===== config.mk =====
export PLATFORM = sky130hd
export DESIGN_NAME = mfe_param
export DESIGN_NICKNAME = d
export VERILOG_FILES = /design/src/rtl/mfe_param.sv
export SDC_FILE = /design/constraint.sdc
export NUM_CORES = 1
export LEC_CHECK = 0
export ABC_AREA = 1
export CORE_ASPECT_RATIO = 1.25
export CORE_MARGIN = 2
export CORE_UTILIZATION = 51
export CTS_CLUSTER_DIAMETER = 100
export CTS_CLUSTER_SIZE = 30
export DETAILED_ROUTE_END_ITERATION = 6
export PLACE_DENSITY = 0.71
export SETUP_SLACK_MARGIN = 0.4
export SYNTH_ARGS = -nofsm -noshare
export SYNTH_HDL_FRONTEND = slang
export SYNTH_SLANG_ARGS = --single-unit

===== constraint.sdc =====
create_clock -name clk -period 5.95 [get_ports clk]
set_clock_uncertainty 0.2 [all_clocks]
set_input_delay 1.4875 -clock clk [delete_from_list [all_inputs] [get_ports clk]]
set_output_delay 1.4875 -clock clk [all_outputs]
set_load 0.03 [all_outputs]

===== src/rtl/mfe_param.sv =====
// rtl/mfe_param.sv - 3x3 rank filter (median/min/max) over a raster image with zero or replicate padding
module mfe_param #(
    parameter int DW = 8,
    parameter int W_LOG2 = 7,
    parameter int H_LOG2 = 7,
    localparam int AW = W_LOG2 + H_LOG2
) (
    input  logic          clk,
    input  logic          reset,
    input  logic          ready,
    input  logic [1:0]    mode,
    input  logic          pad_mode,
    output logic [AW-1:0] iaddr,
    input  logic [DW-1:0] idata,
    output logic [AW-1:0] addr,
    output logic [DW-1:0] data_wr,
    output logic          wen,
    output logic          busy
);

    typedef enum logic [1:0] {IDLE, LOAD, WRITE, DONE} state_t;

    state_t        state, state_nx;
    logic [3:0]    tap;
    logic [AW-1:0] pix;
    logic [1:0]    mode_q;
    logic          pad_q;
    logic [DW-1:0] sbuf [9];
    logic [DW-1:0] ins [9];
    logic [DW-1:0] sample;
    logic [DW-1:0] result;

    // Tap k of pixel p, clamped into the image; k runs row-major over the 3x3 window.
    function automatic logic [AW-1:0] tap_addr(input logic [AW-1:0] p, input logic [3:0] k);
        logic [W_LOG2-1:0] c;
        logic [H_LOG2-1:0] r;
        c = p[W_LOG2-1:0];
        r = p[AW-1:W_LOG2];
        if (k < 4'd3) begin
            if (r != '0) r = r - 1'b1;
        end else if (k >= 4'd6) begin
            if (r != '1) r = r + 1'b1;
        end
        if (k == 4'd0 || k == 4'd3 || k == 4'd6) begin
            if (c != '0) c = c - 1'b1;
        end else if (k == 4'd2 || k == 4'd5 || k == 4'd8) begin
            if (c != '1) c = c + 1'b1;
        end
        return {r, c};
    endfunction

    function automatic logic tap_oob(input logic [AW-1:0] p, input logic [3:0] k);
        logic [W_LOG2-1:0] c;
        logic [H_LOG2-1:0] r;
        logic o;
        c = p[W_LOG2-1:0];
        r = p[AW-1:W_LOG2];
        o = 1'b0;
        if (k < 4'd3 && r == '0) o = 1'b1;
        if (k >= 4'd6 && r == '1) o = 1'b1;
        if ((k == 4'd0 || k == 4'd3 || k == 4'd6) && c == '0) o = 1'b1;
        if ((k == 4'd2 || k == 4'd5 || k == 4'd8) && c == '1) o = 1'b1;
        return o;
    endfunction

    // The sample arriving now belongs to the tap addressed one cycle earlier.
    always_comb begin
        sample = idata;
        if (!pad_q && tap_oob(pix, tap - 4'd1)) sample = '0;
    end

    // Stable insertion: a new value goes after every entry less than or equal to it.
    always_comb begin
        ins[0] = (sbuf[0] <= sample) ? sbuf[0] : sample;
        for (int i = 1; i < 9; i++) begin
            if (sbuf[i] <= sample)        ins[i] = sbuf[i];
            else if (sbuf[i-1] <= sample) ins[i] = sample;
            else                          ins[i] = sbuf[i-1];
        end
    end

    always_comb begin
        case (mode_q)
            2'b01:   result = sbuf[0];
            2'b10:   result = sbuf[8];
            default: result = sbuf[4];
        endcase
    end

    always_comb begin
        state_nx = state;
        case (state)
            IDLE:    if (ready) state_nx = LOAD;
            LOAD:    if (tap == 4'd9) state_nx = WRITE;
            WRITE:   state_nx = (pix == '1) ? DONE : LOAD;
            default: state_nx = IDLE;
        endcase
    end

    always_ff @(posedge clk or posedge reset) begin
        if (reset) begin
            state   <= IDLE;
            tap     <= '0;
            pix     <= '0;
            mode_q  <= '0;
            pad_q   <= 1'b0;
            busy    <= 1'b0;
            wen     <= 1'b0;
            iaddr   <= '0;
            addr    <= '0;
            data_wr <= '0;
            for (int i = 0; i < 9; i++) sbuf[i] <= '1;
        end else begin
            state <= state_nx;
            wen   <= 1'b0;
            case (state)
                IDLE: begin
                    if (ready) begin
                        mode_q <= mode;
                        pad_q  <= pad_mode;
                        busy   <= 1'b1;
                        pix    <= '0;
                        tap    <= '0;
                        iaddr  <= tap_addr('0, 4'd0);
                        for (int i = 0; i < 9; i++) sbuf[i] <= '1;
                    end
                end
                LOAD: begin
                    if (tap != 4'd0) begin
                        for (int i = 0; i < 9; i++) sbuf[i] <= ins[i];
                    end
                    if (tap < 4'd8) iaddr <= tap_addr(pix, tap + 4'd1);
                    tap <= tap + 4'd1;
                end
                WRITE: begin
                    wen     <= 1'b1;
                    addr    <= pix;
                    data_wr <= result;
                    pix     <= pix + 1'b1;
                    tap     <= '0;
                    for (int i = 0; i < 9; i++) sbuf[i] <= '1;
                    if (pix != '1) iaddr <= tap_addr(pix + 1'b1, 4'd0);
                end
                default: busy <= 1'b0;
            endcase
        end
    end

endmodule

==> impl_metrics.py <==
metrics = {
    "worst_setup_path": {
        "crit_arrival_ps": 5100,
        "reg2reg_depth": 21,
        "reg2reg_from": "tap[0]",
        "crit_path_end": "sbuf[52]",
        "setup.worst_path.class": "register to register",
        "startpoint_type": "register",
        "end_kind": "register",
        "cpMostUsedCell": "nand2_1",
        "crit_chain": "inv_1, ha_1, inv_1, or2_2, nand3_1, a21oi_1, nor2_2, nand2_2, nand2_4, nand2_1, ha_1, nand2_1, inv_1, o21ai_0, nand2_1, nand2_1, o211ai_1, nand2_1, a21oi_1, nor2_1, a21oi_1",
        "slowest_stage": "a21oi_1",
        "path_max_fanout": 53,
        "critical_path.startpoint": "tap[0]",
        "r2r_slack_ps": 1010,
        "rr_endpoint": "sbuf[52]",
        "max_stage_delay_ps": 650,
        "critPathRequiredTime_ps": 6110,
    },
    "cells_and_area": {
        "drive_gt1_share_pct": 12.17,
        "area_growth_pct": 12.43,
        "design_area_sq_um": 11340,
        "layout.nets": 1549,
        "post-route-util_pct": 58.44,
        "diodes": 0,
    },
    "sta": {
        "worstMarginPinSlew_ps": 946.9,
        "post-route-min-period_ps": 4945,
        "maxSlewViolCount": 0,
        "min_period_over_period_pct": 83.11,
        "rsz0062_at_grt": "no",
        "fin_tns_setup_ps": 0,
        "final_hold_viol_count": 0,
        "max_freq_ghz": 0.2022,
        "finalSetupViolCount": 0,
        "hold_ws_ps": 269.9,
        "slew-limit-headroom_pct": 36.87,
    },
    "grt": {
        "grt.total_usage_pct": 29.19,
        "grt_antenna_before_repair": 0,
        "grt_max_degree": 104,
        "grt_pass1_vias": 9435,
        "grt_pass1_wl_um": 47870,
        "overflow": 0,
    },
    "floorplanning": {
        "die_x_um": 129.8,
        "num_rows": 57,
        "initial_core_util_pct": 51.98,
        "die_h_um": 161.2,
        "core_area_sq_um": 19400,
        "die_area_sq_um": 20920,
        "pin_count": 52,
    },
    "logic_synthesis": {
        "syn_inst": 1404,
        "synthTopCellsByCount": "289 x nand2_1, 249 x nor2_1, 152 x nand3_1, 130 x a21oi_1, 116 x inv_1",
        "synth_cell_types": 39,
        "synth.area.top_cells": "dfstp_2 19%, dfrtp_1 15%, ha_1 12%, nand2_1 11%, nor2_1 9.3%",
        "ys.flop_type": "dfstp_2",
        "synth_nets": 1512,
        "syn-cell-area_sq_um": 10080,
        "avgSynthCellArea_sq_um": 7.182,
        "synthDominantCellAreaShare_pct": 18.76,
        "synth-async-reset-ratio_pct": 100.0,
        "seq_area_frac_synth_pct": 33.90,
        "synth-edff-count": 0,
        "synth_area_leader_cell": "dfstp_2",
        "yosysWarnings": 0,
        "yosys.cell_count.top_type": "nand2_1",
        "ys_ff_latch": 133,
    },
    "placed_design": {
        "dp_hpwl_um": 20830,
        "port_buffers": 51,
        "routabilityCongestion": 0.9524,
        "dpl-instance-area_sq_um": 10730,
    },
    "power_and_ir_drop": {
        "p_clk_share_pct": 16.9,
        "cellLeakagePower_nw": 5.624,
        "vdd_drop_max_mv": 0.2585,
        "p_sw_share_pct": 49.34,
        "intPower_mw": 3.299,
        "p_comb_share_pct": 55.5,
        "power_density_nw_per_um2": 574.3,
        "seq_power_share_pct": 27.6,
        "switchingPower_mw": 3.212,
    },
    "clock_network": {
        "cts.sinks": 133,
        "clk_latency_ps": 430,
        "ctsResizeCount": 0,
        "clk_path_buf_depth": 2,
        "tritoncts.num_buffers": 17,
        "cts_root_buffer": "clkbuf_16",
        "htree_levels": 4,
        "cts_tree": "built",
        "path_clk_slew_ps": 60,
        "cts_setup_buffers": 0,
        "holdBufCountCts": 0,
    },
    "hold_path": {
        "hold_path.class": "register to register",
    },
    "route": {
        "antenna_left": 0,
        "wl_per_cell_um": 16.99,
        "drc": 0,
        "drt-vias-per-instance": 5.659,
        "dr_total_vias": 9727,
        "drt-initial-drc-count": 781,
        "wl_um": 29210,
        "firstDrtPassIters": 5,
    },
    "run": {
        "maxCapViolCount": 0,
    },
    "status": {
        "status": "finished, final reports clean",
    },
}
==> metal layers <==
layer | track usage [%] | vias up | share of wire [%]
met5 | 0 | - | 0
met4 | 17.45 | 0 | 5.8
met3 | 5.200 | 105 | 5.8
met2 | 49.43 | 353 | 50
met1 | 34.15 | 4556 | 38
li1 | - | 4713 | -
==> cells in the final DEF (no fill, tap or decap), drive strengths merged, types with 4 or more instances in the layout <==
cell type      Yosys  final
a21oi            131    131
dfrtp             61     61
dfstp             72     72
clkinvlp           0      6
clkdlybuf4s50      0     51
clkbuf            18     18
nor2             264    264
inv              129    131
nor3               7      7
buf               31     16
nand4             31     31
o21ai             51     51
ha                94     94
o22ai             17     17
nand3            157    157
a22o               8      8
nand2            308    308
xor2              12     12
o211ai             4      4
==> power by group through the flow <==
stage	registers, mW	logic (mW)	clock network, mW
2_1_floorplan	1.84	2.53	0
3_3_place_gp	1.80	3.51	0
3_5_place_dp	1.80	3.57	0
4_1_cts	1.79	3.60	1.11
5_1_grt	1.84	4.09	1.15
6_report	1.79	3.61	1.10
==> worst min path at each step <==
stage              start   endpoint  slack, ps  cells after the start
2_1_floorplan   sbuf[24]   sbuf[24]        280                      2
3_3_place_gp    addr[13]   addr[13]        250                      2
3_5_place_dp    addr[13]   addr[13]        260                      2
4_1_cts         addr[13]   addr[13]        270                      2
5_1_grt        iaddr[11]  iaddr[11]        310                      2
6_report        addr[13]   addr[13]        270                      2
==> sequential cells by signal (all words and copies together), names as in the netlist <==
signal   count
addr        14
busy         1
data_wr      8
iaddr       14
mode_q       2
pad_q        1
pix         14
sbuf        72
state        2
tap          4
wen          1
==> stage by stage <==
stage	power, mW	cells	setup slack (ps)
floorplan	4.373	1404	827.3
CTS	6.497	1719	1069
detailed placement	5.370	1687	1099
global route	7.081	1719	436.0
finish	6.511	1719	1005
global placement	5.309	1687	1251
==> area by class of cell <==
type                    instances  area (sq um)
clock inverters                14         178.9
repair buffers                 67         630.6
clock buffers                  18         429.2
flip-flops and latches        133          3418
fillers                      1811          8061
well taps                     265         331.6
multi-input cells            1093          5854
inverters                     129         494.2
==> worst max-delay path, delay by kind of cell (launching register included) <==
family	cells	cell delay, ps
adders and majority gates	2	770
AOI/OAI and AO/OA	5	1060
buffers and inverters	3	270
and+or+nand+nor	11	2100
DFF	1	440
==> kinds of logic (layout without fill, tap and decap cells) <==
kind of cell / count (synthesis) / count (layout) / share of synthesized area (%)
DFF: 133 / 133 / 33.90
xor gates and xnor gates: 15 / 15 / 1.489
AOI/OAI and AO/OA: 214 / 214 / 11.48
and+or+nand+nor: 770 / 770 / 33.43
adders and majority gates: 94 / 94 / 11.66
buffers and inverters: 178 / 228 / 8.041
No activity file was read; power rests on OpenSTA's default activity.
==> RTL edit 1: new RTL, same flow settings <==
Change the parameter `H_LOG2` from 7 to 6.
--- a/src/rtl/mfe_param.sv
+++ b/src/rtl/mfe_param.sv
@@ -4,3 +4,3 @@
     parameter int W_LOG2 = 7,
-    parameter int H_LOG2 = 7,
+    parameter int H_LOG2 = 6,
     localparam int AW = W_LOG2 + H_LOG2
Interface: changed (resized addr and iaddr); port bits go from 52 to 50. The function was not compared with the original's and may differ.
==> RTL edit 1 against the original RTL <==
  * Worst setup slack got worse by 0.010 ns
  * Sequential cell count fell by 3
  * Cell area fell by 4.6%
  * Core utilization rose by 0.88 points
  * Synthesized area fell by 5.3%
  * Routed wire length fell by 4.7%
  * Total power fell by 7.2%
==> RTL edit 1: results (changes against the original RTL) <==
| Parameter | Reported | Unit | Delta |
|---|---|---|---|
| Power Density | 559 | nW/um2 | -2.7% |
| F_max | 0.202 | GHz | -0.20% |
| Post-Synth XOR/XNOR Area | 1.65 | % | +0.16 points |
| Depth of the most critical reg-to-reg path | 22 | - | +4.8% |
| Fill cell total of the finished layout | 1,754 | - | -3.1% |
| Nets in the synthesized netlist | 1,461 | - | -3.4% |
| Placer's final routability congestion estimate | 0.930 | - | -2.4% |
| Part of the total power dissipated in combinational logic | 54.2 | % | -1.3 points |
| Synthesized-area fraction occupied by adder cells | 12.2 | % | +0.52 points |
| Wire length the detailed router placed on met1 | 10.9 | mm | -2.5% |
| Run status | finished clean | - |  |
| Non-clock buffer share of cell area | 5.78 | % | +0.22 points |
| Pre-CTS WS | 1.10 | ns | +0.000570 ns |
| Area of the die | 19,800 | um2 | -5.2% |
| Post-DR wirelength/cell | 17.0 | um | about the same |
| Cell types occupying the most area after synthesis | sky130_fd_sc_hd__dfstp_2 (20%), sky130_fd_sc_hd__dfrtp_1 (15%), sky130_fd_sc_hd__ha_1 (12%), sky130_fd_sc_hd__nand2_1 (11%), sky130_fd_sc_hd__nor2_1 (9.7%) | - |  |
| Detailed-routing iteration count for the pre-antenna-repair pass | 6 | - | +1 |
| Met3 Routed Length | 1.25 | mm | -26% |
| Fraction of final layout cells with drive strength greater than 1 | 10.5 | % | -1.7 points |
| Max Fanout on Critical Path | 33 | - | -38% |
| Number of buffers inserted by port buffering | 49 | - | -3.9% |
| Share of the final layout cell area in sequential cells | 30.9 | % | +0.75 points |
| Vias in the first global route | 9,034 | - | -4.3% |
| Sequential cell area | 3340 | um2 | -2.2% |
| Pin count of the biggest net entering global routing | 68 | - | -35% |
| GR met3 Demand/Resource | 4.01 | % | -1.2 points |
| Delay of the slowest critical-path stage | 0.68 | ns | +0.03 ns |
| Start of the worst register-to-register path | pix[0]$_DFFE_PP0P_ | - |  |
| Fraction of standard cell area in multi-input logic | 50.0 | % | -1.6 points |
| Sequential element share of the synthesized area | 35.0 | % | +1.1 points |
| First-pass GRT wire length | 45.9 | mm | -4.1% |
| Overall track demand over capacity in global routing | 29.3 | % | +0.14 points |
| Clk pwr share | 18.0 | % | +1.1 points |
| Number of clock buffer instances in the layout | 20 | - | +2 |
| Capturing point of the worst reg2reg path | sbuf[60]$_DFFE_PP1P_ | - |  |
| Post-placement cell area | 10,200 | um2 | -4.8% |
| Leak Pwr | 5.44 | nW | -3.2% |
| HPWL Detailed | 20.1 | mm | -3.5% |
[RTL edit 1: cell count changes in the layout (fill, tap and decap cells not counted), sizes merged, moves of 3 or more]
cell,unedited run,this run
o21ai,51,58
nand4,31,25
a21oi,131,146
nand3,157,129
a22o,8,0
inv,131,147
dfrtp,61,58
nand2,308,280
nor3,7,3
nor2,264,254
[RTL edit 1: critical path, delay by kind of cell, from the launching register on]
family | cells | cell delay (ns)
flip-flops | 1 | 0.52
AND/OR/NAND/NOR | 11 | 1.74
adder cells (fa/ha/maj) | 2 | 0.61
buffers and inverters | 4 | 0.59
AO/OA/AOI/OAI | 5 | 1.20
[RTL edit 1: per-stage QoR]
| stage | std cells | hold slack, ns |
|---|---|---|
| finish | 1636 | 0.276 |
| global route | 1636 | 0.299 |
| CTS | 1636 | 0.278 |
| detailed placement | 1604 | 0.262 |
| global placement | 1604 | 0.256 |
| floorplan | 1354 | 0.282 |
==> RTL edit 2: new RTL, config.mk and constraints unchanged <==
Without the edit above. Add an input register stage for `mode` and `pad_mode`; this delays them by one clock. The other inputs are not delayed to match.
--- a/src/rtl/mfe_param.sv
+++ b/src/rtl/mfe_param.sv
@@ -21,2 +21,10 @@
     typedef enum logic [1:0] {IDLE, LOAD, WRITE, DONE} state_t;
+
+    logic [1:0] mode_r;
+    logic pad_mode_q;
+
+    always_ff @(posedge clk) begin
+        mode_r     <= mode;
+        pad_mode_q <= pad_mode;
+    end
 
@@ -118,4 +126,4 @@
                     if (ready) begin
-                        mode_q <= mode;
-                        pad_q  <= pad_mode;
+                        mode_q <= mode_r;
+                        pad_q  <= pad_mode_q;
                         busy   <= 1'b1;
Function: same outputs for any inputs over 10 cycles, from zero or initial values and one cycle with reset high; that may be too few to reach the edited logic, so the function may still have changed.
==> RTL edit 2 against the original RTL <==
  * The flow now finishes with violations (DRC)
  * Sequential cell count is 3 higher
  * Routed wire length is 1.2% lower
  * Synthesized area is 1.9% lower
  * Combinational power is 6.4% lower
  * Clock power hardly changed
  * Die area is 1.8% lower
  * Cell area is 0.92% lower
  * Worst setup slack better by 0.11 ns
  * Maximum frequency is 2.2% higher
  * Non-clock buffer count is 7 higher
  * Total power is 4.5% lower
==> RTL edit 2: results (changes against the original RTL) <==
| Parameter | Reported | Unit | Delta |
|---|---|---|---|
| Remaining design rule violation count | 2 | - | +2 |
| Power Density | 553 | nW/um2 | -3.7% |
| Initial DRC Count | 802 | - | +2.7% |
| Vias in the first global route | 9,100 | - | -3.6% |
| HPWL Detailed | 20.6 | mm | -1.2% |
| Pin count of the biggest net entering global routing | 106 | - | +1.9% |
| Overall track demand over capacity in global routing | 28.8 | % | -0.38 points |
| Pre-CTS WS | 1.03 | ns | -0.0717 ns |
| Via-per-instance ratio | 5.66 | - | +0.10% |
| Post-Synth XOR/XNOR Area | 1.95 | % | +0.46 points |
| Fill cell total of the finished layout | 1,757 | - | -3.0% |
| Delay of the slowest critical-path stage | 0.59 | ns | -0.06 ns |
| Nets in the synthesized netlist | 1,493 | - | -1.3% |
| Proportion of register bits with asynchronous set or reset after synthesis | 97.8 | % | -2.2 points |
| Run status | complete, but fails checks | - |  |
| Leak Pwr | 5.64 | nW | +0.23% |
| Worst hold slack across all endpoints | 0.257 | ns | -0.0131 ns |
| Post-synthesis area per instance | 7.13 | um2 | -0.68% |
| Arrival @ worst endpoint | 5.00 | ns | -0.10 ns |
| Most instantiated cells after synthesis | sky130_fd_sc_hd__nand2_1 (285), sky130_fd_sc_hd__nor2_1 (258), sky130_fd_sc_hd__a21oi_1 (139), sky130_fd_sc_hd__nand3_1 (128), sky130_fd_sc_hd__inv_1 (127) | - |  |
| Cell types occupying the most area after synthesis | sky130_fd_sc_hd__dfstp_2 (19%), sky130_fd_sc_hd__dfrtp_1 (15%), sky130_fd_sc_hd__ha_1 (12%), sky130_fd_sc_hd__nand2_1 (11%), sky130_fd_sc_hd__nor2_1 (9.8%) | - |  |
| Violations in the final reports | DRC | - |  |
| Number of rows in the core area | 56 | - | -1.8% |
| Worst path slowest cell | sky130_fd_sc_hd__nand2_1 | - |  |
| Worst ir drop on vdd | 260 | uV | +0.73% |
| Dpl cells | 1,645 | - | -2.5% |
| Total routed wirelength | 28.9 | mm | -1.2% |
| Max Fanout on Critical Path | 32 | - | -40% |
| Non-filler instance count after layout | 1,677 | - | -2.4% |
RTL edit 2: cell count changes after synthesis, sizes merged, moves of 9 or more:
cell / before / now
buf: 31 / 22
inv: 129 / 138
nand2: 308 / 293
nand3: 157 / 131
a21oi: 131 / 141
RTL edit 2: logic make-up after synthesis:
logic type,after synthesis
xor+xnor,22
buf+inv,186
flops,136
simple gates,731
compound gates,220
fa+ha+maj,92
RTL edit 2: report_power, final:
group	switching (mW)	internal, mW
Combinational	2.22	1.16
Clock	0.446	0.651
Sequential	0.356	1.38
Total	3.02	3.19
RTL edit 2: worst paths after layout:
check | to | startpoint | cells after the start
setup / recovery | sbuf[30]$_DFFE_PP1P_ | tap[1]$_DFFE_PP0P_ | 22
hold / removal | mode_q[1]$_DFFE_PP0P_ | mode_r[1]$_DFF_P_ | 2
setup reg to reg | sbuf[30]$_DFFE_PP1P_ | tap[1]$_DFFE_PP0P_ | 22
hold reg to reg | mode_q[1]$_DFFE_PP0P_ | mode_r[1]$_DFF_P_ | 2
max in group asynchronous | sbuf[67]$_DFFE_PP1P_ | reset | 3
min in group asynchronous | tap[2]$_DFFE_PP0P_ | reset | 2
RTL edit 2: cell type report:
type                       count  area (um2)  area share, %
inverter                     138         526           4.68
multi-input combinational   1065        5650           50.3
clock inverter                12         110          0.980
sequential                   136        3480           31.0
clock buffer                  20         500           4.46
timing repair buffer          74         683           6.08
tap                          232         290           2.58
RTL edit 2: per-layer routing:
layer  vias to the layer above  track usage (%)  share of wire, %
met5                         -                0                 0
met4                         0             15.5               5.3
met3                       119             4.39               5.9
met2                       399             48.7                49
met1                      4349             35.1                40
li1                       4632                -                 -
RTL edit 2: repair_timing:
action / CTS / global route
gates resized for setup: 0 / 1
setup buffers: 0 / 0
setup endpoints to repair: 0 / 3
